$ cat src/rtl/instr_prefetch_buffer_pkg.sv
// Shared types and constants for the instruction prefetch buffer.
// The buffer stores PC and instruction together as one FIFO entry.
package instr_prefetch_buffer_pkg;
  localparam int          ADDR_W   = 32;
  localparam logic [31:0] NOP_INSTR = 32'h0000_0013;

  typedef struct packed {
    logic [ADDR_W-1:0] pc;
    logic [31:0]       instr;
  } entry_t;

  function automatic logic [ADDR_W-1:0] wordAlign(input logic [ADDR_W-1:0] a);
    return {a[ADDR_W-1:2], 2'b00};
  endfunction
endpackage

$ cat src/rtl/sync_fifo.sv
// Generic synchronous FIFO with registered storage and a synchronous clear.
// DEPTH must be a power of two so the pointers wrap naturally.
module sync_fifo #(
  parameter int WIDTH = 64,
  parameter int DEPTH = 4
) (
  input  logic                   clk,
  input  logic                   rst,
  input  logic                   clear,
  input  logic                   push,
  input  logic [WIDTH-1:0]       wdata,
  input  logic                   pop,
  output logic [WIDTH-1:0]       rdata,
  output logic                   empty,
  output logic [$clog2(DEPTH):0] count
);
  localparam int AW = $clog2(DEPTH);
  localparam int CW = AW + 1;

  logic [DEPTH-1:0][WIDTH-1:0] mem;
  logic [AW-1:0]               wrPtr, rdPtr;
  logic                        full, doPush, doPop;

  assign empty  = (count == '0);
  assign full   = (count == CW'(DEPTH));
  assign doPop  = pop && !empty;
  // A push into a full FIFO is legal when the head leaves in the same cycle.
  assign doPush = push && (!full || doPop);
  assign rdata  = mem[rdPtr];

  always_ff @(posedge clk or negedge rst) begin
    if (!rst) begin
      wrPtr <= '0;
      rdPtr <= '0;
      count <= '0;
    end else if (clear) begin
      wrPtr <= '0;
      rdPtr <= '0;
      count <= '0;
    end else begin
      if (doPush) wrPtr <= wrPtr + AW'(1);
      if (doPop)  rdPtr <= rdPtr + AW'(1);
      count <= count + CW'(doPush) - CW'(doPop);
    end
  end

  always_ff @(posedge clk) begin
    if (doPush && !clear) mem[wrPtr] <= wdata;
  end
endmodule

$ cat src/rtl/instr_prefetch_buffer.sv
// Instruction prefetch buffer: issues sequential fetches, queues in-order
// responses with their PCs, and flushes/refetches on redirect.
module instr_prefetch_buffer
  import instr_prefetch_buffer_pkg::*;
#(
  parameter int          DEPTH    = 4,
  parameter int          MAX_OUT  = 2,
  parameter logic [31:0] RESET_PC = 32'h0000_0000
) (
  input  logic        clk,
  input  logic        rst,
  output logic        imem_req_valid,
  output logic [31:0] imem_req_addr,
  input  logic        imem_req_ready,
  input  logic        imem_rsp_valid,
  input  logic [31:0] imem_rsp_data,
  input  logic        redirect_valid,
  input  logic [31:0] redirect_pc,
  output logic        instr_valid,
  input  logic        instr_ready,
  output logic [31:0] instr_out,
  output logic [31:0] instr_pc,
  output logic [31:0] instr_pc_plus4
);
  localparam int CW = $clog2(DEPTH) + 1;
  localparam int OW = 3;
  localparam int QW = (MAX_OUT > 1) ? $clog2(MAX_OUT) : 1;

  logic [ADDR_W-1:0]               fetchPc;
  logic [OW-1:0]                   outstanding, dropCount;
  logic [MAX_OUT-1:0][ADDR_W-1:0]  pcQ;
  logic [QW-1:0]                   qWr, qRd;
  logic [CW-1:0]                   fifoCount;
  logic                            xfer, push, pop, fifoEmpty;
  entry_t                          head, pushEntry;

  // Requests are held off during reset so the port is quiet while rst is low.
  assign imem_req_valid = rst && !redirect_valid
                          && (int'(fifoCount) + int'(outstanding) < DEPTH)
                          && (int'(outstanding) < MAX_OUT);
  assign imem_req_addr  = fetchPc;
  assign xfer = imem_req_valid && imem_req_ready;
  assign push = imem_rsp_valid && (dropCount == '0) && !redirect_valid;
  assign pop  = instr_valid && instr_ready && !redirect_valid;
  assign pushEntry = '{pc: pcQ[qRd], instr: imem_rsp_data};

  always_ff @(posedge clk or negedge rst) begin
    if (!rst) begin
      fetchPc     <= RESET_PC;
      outstanding <= '0;
      dropCount   <= '0;
      qWr         <= '0;
      qRd         <= '0;
    end else begin
      outstanding <= outstanding + OW'(xfer) - OW'(imem_rsp_valid);
      if (xfer)           qWr <= (qWr == QW'(MAX_OUT - 1)) ? '0 : qWr + QW'(1);
      // Dropped responses still retire their in-flight PC slot.
      if (imem_rsp_valid) qRd <= (qRd == QW'(MAX_OUT - 1)) ? '0 : qRd + QW'(1);
      if (redirect_valid) begin
        fetchPc   <= wordAlign(redirect_pc);
        dropCount <= outstanding - OW'(imem_rsp_valid);
      end else begin
        if (xfer) fetchPc <= fetchPc + 32'd4;
        if (imem_rsp_valid && (dropCount != '0)) dropCount <= dropCount - OW'(1);
      end
    end
  end

  always_ff @(posedge clk) begin
    if (xfer) pcQ[qWr] <= fetchPc;
  end

  sync_fifo #(.WIDTH($bits(entry_t)), .DEPTH(DEPTH)) uFifo (
    .clk   (clk),
    .rst   (rst),
    .clear (redirect_valid),
    .push  (push),
    .wdata (pushEntry),
    .pop   (pop),
    .rdata (head),
    .empty (fifoEmpty),
    .count (fifoCount)
  );

  assign instr_valid    = !fifoEmpty;
  assign instr_out      = instr_valid ? head.instr : NOP_INSTR;
  assign instr_pc       = instr_valid ? head.pc : 32'h0;
  assign instr_pc_plus4 = instr_pc + 32'd4;
endmodule

$ cat config.mk
export PLATFORM = sky130hd
export DESIGN_NAME = instr_prefetch_buffer
export DESIGN_NICKNAME = d
export VERILOG_FILES = /design/src/rtl/instr_prefetch_buffer_pkg.sv /design/src/rtl/sync_fifo.sv /design/src/rtl/instr_prefetch_buffer.sv
export SDC_FILE = /design/constraint.sdc
export NUM_CORES = 1
export LEC_CHECK = 0
export CORE_MARGIN = 2
export CORE_UTILIZATION = 32
export DETAILED_ROUTE_END_ITERATION = 16
export PLACE_DENSITY_LB_ADDON = 0.12
export SLEW_MARGIN = 15
export SYNTH_ARGS = -nofsm -noshare
export SYNTH_HDL_FRONTEND = slang
export SYNTH_SLANG_ARGS = --single-unit
$ cat constraint.sdc
create_clock -name clk -period 4.6 [get_ports clk]
set_clock_uncertainty 0.1 [all_clocks]
set_input_delay 1.15 -clock clk [delete_from_list [all_inputs] [get_ports clk]]
set_output_delay 1.15 -clock clk [all_outputs]
set_load 0.05 [all_outputs]
==> results of run 1 <==
==> routing by layer <==
layer	global-route usage, %	part of all wire (%)	vias to the layer above
met3	2.79	4.5	47
met5	0	0	-
li1	-	-	3982
met4	4.47	1.7	0
met1	20.2	46	4354
met2	24.5	48	198
==> power groups by stage <==
stage	clock network (mW)	logic (mW)	registers, mW
3_5_place_dp	0	4.15	3.98
4_1_cts	3.19	4.22	3.90
2_1_floorplan	0	2.58	3.97
6_report	3.10	4.23	3.88
3_3_place_gp	0	4.14	3.98
5_1_grt	3.30	4.49	3.90
==> metrics by stage <==
| stage | setup WS, ns | TNS, ns | instances |
|---|---|---|---|
| 5_1_grt | -0.0626 | -0.160 | 1789 |
| 6_report | 0.0697 | 0 | 1789 |
| 3_5_place_dp | 0.336 | 0 | 1707 |
| 2_1_floorplan | 0.0881 | 0 | 912 |
| 3_3_place_gp | 0.381 | 0 | 1707 |
| 4_1_cts | 0.00585 | 0 | 1785 |
==> worst max-delay path by stage <==
stage	from	cells after the start	end
after floorplan	uFifo.count[1]	12	instr_pc_plus4[16]
after global placement	uFifo.rdPtr[0]	7	instr_pc_plus4[29]
after detailed placement	uFifo.rdPtr[0]	8	instr_pc_plus4[29]
after CTS	uFifo.rdPtr[0]	12	instr_pc_plus4[30]
after global routing	uFifo.rdPtr[0]	10	instr_pc_plus4[30]
final	uFifo.rdPtr[0]	9	instr_pc_plus4[29]
==> synth_stat cells, drive strengths merged, types with 17 or more instances <==
cell | number | share of area [%]
xnor2 | 18 | 1.0
buf | 25 | 0.98
mux4 | 65 | 9.9
nand3 | 19 | 0.67
dfrtp | 45 | 7.5
xor2 | 22 | 1.3
ha | 17 | 1.4
mux2 | 32 | 2.4
and2 | 55 | 2.3
inv | 31 | 0.81
edfxtp | 308 | 62
nor2 | 31 | 0.77
nand2 | 80 | 2.0
o21ai | 23 | 0.77
==> cell type report <==
cell class / count / area (um^2)
Clock buffer: 52 / 1130
Tap cell: 607 / 759
Fill cell: 4238 / 26800
Timing Repair Buffer: 237 / 2630
Multi-Input combinational cell: 486 / 4440
Inverter: 32 / 134
Sequential cell: 353 / 10400
Clock inverter: 22 / 169
==> flip-flops by register name, summed over array words and instances (netlist names) <==
register / count
dropCount: 3
imem_req_addr: 30
outstanding: 3
uFifo.wrPtr: 2
uFifo.mem: 248
qWr: 1
pcQ: 60
uFifo.count: 3
qRd: 1
uFifo.rdPtr: 2
==> worst register-to-register path, stage by stage (launching register included) <==
cell	delay (ns)
dfrtp_1	0.43
ha_1	0.29
nor4b_1	0.51
and4_1	0.30
inv_1	0.31
ha_1	0.40
inv_1	0.05
ha_1	0.13
inv_1	0.05
fa_1	0.37
xor2_1	0.17
==> cell families after synthesis <==
| kind of cell | after synthesis |
|---|---|
| fa+ha+maj | 19 |
| mux | 103 |
| simple gates | 253 |
| xor+xnor | 40 |
| compound gates | 65 |
| flops | 353 |
| buf+inv | 73 |
| other cells | 1 |
==> repair_timing <==
action | 4_1_cts | 5_1_grt
endpoints found under the hold margin | 0 | 0
setup buffers | 4 | 3
pin swaps | 2 | 6
resized for setup | 9 | 13
cloned | 0 | 1
setup endpoints to repair | 15 | 10
==> flow_summary_export.csv, run 1 <==
group,metric,value,unit
status,run_status,"completed",
sta,holdWs,0.406,ns
critical_path,r2r_setup_slack,1.38,ns
yosys,async_reset_ff_share,12.7,%
yosys,synth_seq_cells,353,
power_and_ir_drop,seqPwrFrac,34.6,%
critical_path,end_kind,"primary output",
clock_tree,clk_latency,0.54,ns
sta,rsz0062_at_grt,"yes",
yosys,synthFlopType,"edfxtp_1",
critical_path,crit_required,3.35,ns
route,drc,0,
yosys,synth_mux_area_share,12.7,%
power_and_ir_drop,comb_power_share,37.8,%
sta,worst_pin_slew,1.04,ns
global_routing,grt_first_pass_wirelength,54200,um
critical_path,cp_slowest_cell,"mux4_2",
yosys,synth-adder-area-share,1.68,%
power_and_ir_drop,p_int,7.25,mW
route,vias_per_cell,4.80,
min_path,whs_endpoint,"qWr",
clock_tree,clockBufferDepth,3,
power_and_ir_drop,ir_worst_vdd,0.000359,V
place,place_hpwl,23800,um
critical_path,crit_family,"simple AND/OR/NAND/NOR gates",
yosys,syn_area,15000,um^2
place,gp_congestion,0.777,
yosys,synth_edf_count,308,
sta,slew_headroom,30.0,%
place,place_area,18200,um^2
sta,finalCritPeriodShare,98.5,%
critical_path,r2r_cells,10,
place,placement.io_buffers,191,
yosys,synthCells,907,
finish,layout.nets,1239,
finish,final_area,19600,um^2
clock_tree,cts_sinks,353,
finish,layout_common_cells,"edfxtp_1, clkdlybuf4s50_1, nand2_1, mux4_2, and2_1",
min_path,min_from,"qWr",
global_routing,grt_overflow_total,0,
sta,fmax,221,MHz
yosys,synth_area_per_cell,16.6,um^2
sta,finalHoldViolations,0,
clock_tree,cts_buffers,40,
die,rows,79,
min_path,worstHoldPathCells,1,
yosys,synth_xor_area_share,2.33,%
sta,fin_crit,4.53,ns
yosys,synth-compound-area-share,2.97,%
clock_tree,htree_levels,2,
global_routing,grt_max_degree,63,
critical_path,regToRegStartpoint,"uFifo.count[2]",
power_and_ir_drop,powerDensity,571,nW/um^2
global_routing,grt.total_usage,14.9,%
flow_run,drv_cap,0,
power_and_ir_drop,cellLeakagePower,6.74,nW
yosys,yosys_warnings,0,
finish,n_antenna_cell,0,
die,initial_utilization,32.3,%
yosys,ys_seq_area_share,69.1,%
route,drt_iter0_drc,451,
power_and_ir_drop,power.switching,3.97,mW
yosys,ys_types,56,
route,wire_per_inst,20.2,um
route,routed_wirelength,36200,um
clock_tree,ctsHoldBuffers,0,
route,ant_nets,0,
min_path,hp-class,"flop to flop",
yosys,yosys.area_share.simple,8.93,%
yosys,synth_top_family_by_area,"multiplexers",
route,dr.pass1.iters,5,
critical_path,crit_fanout,9,
critical_path,cp-start-kind,"flop",
critical_path,worst-path-buf-inv,4,
route,vias,8581,
critical_path,crit_path_cell_trace,"buf_12 > inv_8 > mux4_2 > nor4b_4 > buf_6 > nand3_2 > or4_1 > a21oi_2 > buf_12",
critical_path,crit_path_frequent_cell,"buf_12",
die,core-area,46500,um^2
die,die_w,221,um
finish,final_common_cell,"edfxtp_1",
critical_path,slowest_delay,0.57,ns
sta,drv_slew,0,
die,fp.dieArea,48700,um^2
die,io_pins,200,
clock_tree,root_buffer,"clkbuf_16",
power_and_ir_drop,swShare,35.4,%
clock_tree,clkSlewWorstSetupHoldPaths,0.06,ns
global_routing,grt_pass1_vias,8815,
finish,syn2layout_area_growth,30.8,%
finish,drive_gt1_share,23.2,%
clock_tree,cts_tree,"built",
finish,postLayoutCoreUtil,42.3,%
die,die_h,221,um
power_and_ir_drop,pwr-share-clk,27.6,%
global_routing,antenna_found_initial,0,
critical_path,r2r-end,"outstanding[2]",
critical_path,critPathKind,"flop to primary output",
critical_path,cp_data_arrival_time,3.28,ns
sta,setup_viol,0,
power_and_ir_drop,power,11.2,mW
(Power assumes the default switching activity.)
==> inputs of run 2 (changes only) <==
MAX_ROUTING_LAYER = met4   (was not set)
==> run 2 against run 1 <==
Effect of this change:
- combinational power barely moved
- register-to-register slack about the same
- core utilization did not move
- flip-flop and latch count stayed put
- sequential power hardly changed
- wire length grew 0.36%
- sequential share of layout area unchanged
- cell count unchanged
- largest power group unchanged
- global-route usage up 0.47 points
==> flow_summary_export.csv, run 2 (synthesis gave the netlist of run 1 again) <==
group,metric,value,unit
critical_path,r2r-end,"outstanding[2]",
flow_run,drv_cap,0,
global_routing,grt.total_usage,15.4,%
finish,largest_reg_flops,248,
finish,syn2layout_area_growth,30.8,%
global_routing,antenna_found_initial,0,
sta,finalHoldViolations,0,
finish,final_area,19600,um^2
status,run_status,"completed",
die,fp.dieArea,48700,um^2
critical_path,cp-start-kind,"flop",
die,io_pins,200,
sta,fmax,221,MHz
sta,rsz0062_at_grt,"yes",
critical_path,crit_start,"uFifo.rdPtr[0]",
critical_path,r2r_setup_slack,1.39,ns
clock_tree,root_buffer,"clkbuf_16",
sta,slew_headroom,30.3,%
critical_path,end_kind,"primary output",
finish,layout.nets,1239,
finish,postLayoutCoreUtil,42.3,%
critical_path,cp-endpoint,"instr_pc_plus4[29]",
route,vias_per_cell,4.81,
global_routing,grt_max_degree,63,
critical_path,regToRegStartpoint,"uFifo.count[2]",
sta,finalCritPeriodShare,98.5,%
sta,fin_crit,4.53,ns
finish,n_antenna_cell,0,
critical_path,critPathKind,"flop to primary output",
clock_tree,htree_levels,2,
finish,top_register,"uFifo.mem",
die,die_h,221,um
clock_tree,clk_latency,0.54,ns
critical_path,cp_data_arrival_time,3.28,ns
clock_tree,cts_sinks,353,
power_and_ir_drop,ir_worst_vdd,0.000359,V
die,die_w,221,um
route,vias,8606,
die,core-area,46500,um^2
critical_path,r2r_cells,10,
sta,worst_pin_slew,1.04,ns
place,place_hpwl,23800,um
route,routed_wirelength,36400,um
place,place_area,18200,um^2
min_path,hp-class,"flop to flop",
route,ant_nets,0,
critical_path,crit_fanout,9,
sta,drv_slew,0,
die,initial_utilization,32.3,%
route,drt_iter0_drc,461,
place,gp_congestion,0.788,
route,wire_per_inst,20.3,um
power_and_ir_drop,cellLeakagePower,6.74,nW
place,placement.io_buffers,191,
route,drc,0,
clock_tree,cts_buffers,40,
clock_tree,cts_tree,"built",
clock_tree,clkSlewWorstSetupHoldPaths,0.06,ns
clock_tree,clockBufferDepth,3,
power_and_ir_drop,powerDensity,571,nW/um^2
finish,layout_common_cells,"edfxtp_1, clkdlybuf4s50_1, nand2_1, mux4_2, and2_1",
finish,final_common_cell,"edfxtp_1",
sta,setup_viol,0,
global_routing,grt_overflow_total,0,
global_routing,grt_pass1_vias,8811,
finish,drive_gt1_share,23.2,%
route,dr.pass1.iters,5,
critical_path,crit_required,3.35,ns
die,rows,79,
global_routing,grt_first_pass_wirelength,54300,um
[run 2: through the flow]
step / total power, mW / hold WS [ns] / setup slack, ns / setup TNS [ns] / instances
floorplan: 6.55 / 0.360 / 0.0881 / 0 / 912
global placement: 8.12 / 0.391 / 0.381 / 0 / 1707
detailed placement: 8.13 / 0.400 / 0.336 / 0 / 1707
CTS: 11.3 / 0.407 / 0.00585 / 0 / 1785
global route: 11.7 / 0.446 / -0.0623 / -0.159 / 1789
finish: 11.2 / 0.405 / 0.0688 / 0 / 1789
[run 2: worst min-delay path by stage]
| stage | slack (ns) | cells after the start | from | end |
|---|---|---|---|---|
| finish | 0.40 | 1 | qWr | qWr |
| global route | 0.45 | 1 | qWr | qWr |
| CTS | 0.41 | 1 | qWr | qWr |
| detailed placement | 0.40 | 1 | qWr | qWr |
| global placement | 0.39 | 1 | qWr | qWr |
| floorplan | 0.36 | 1 | qWr | qWr |
[run 2: critical path, cell delays in order, from the launching register on]
cell	delay [ns]
dfrtp_4	0.48
buf_12	0.15
inv_8	0.11
mux4_2	0.58
nor4b_4	0.24
buf_6	0.17
nand3_2	0.08
or4_1	0.55
a21oi_2	0.20
buf_12	0.16
[run 2: timing repair]
action	4_1_cts	5_1_grt
resized for setup	9	13
endpoints found under the setup margin	15	10
hold buffers	0	0
gates cloned	0	1
buffers inserted	4	3
pin swaps	2	6
[run 2: layer usage]
| metal | global-route usage, % | routed length [um] | up-vias |
|---|---|---|---|
| li1 | - | - | 3984 |
| met1 | 20.4 | 16600 | 4343 |
| met2 | 24.5 | 17500 | 226 |
| met3 | 2.57 | 1630 | 53 |
| met4 | 4.47 | 614 | 0 |
| met5 | - | 0 | - |
[run 2: final cells by class]
type | instances | area [um^2]
Clock buffer | 52 | 1130
Timing Repair Buffer | 237 | 2630
Multi-Input combinational cell | 486 | 4440
Clock inverter | 22 | 169
Fill cell | 4238 | 26800
Sequential cell | 353 | 10400
Inverter | 32 | 134
Tap cell | 607 | 759
[run 2: where the power goes]
group	switching (mW)	total [mW]	internal, mW
logic	2.56	4.24	1.68
registers	0.157	3.88	3.72
clock network	1.25	3.09	1.84
total	3.96	11.2	7.25
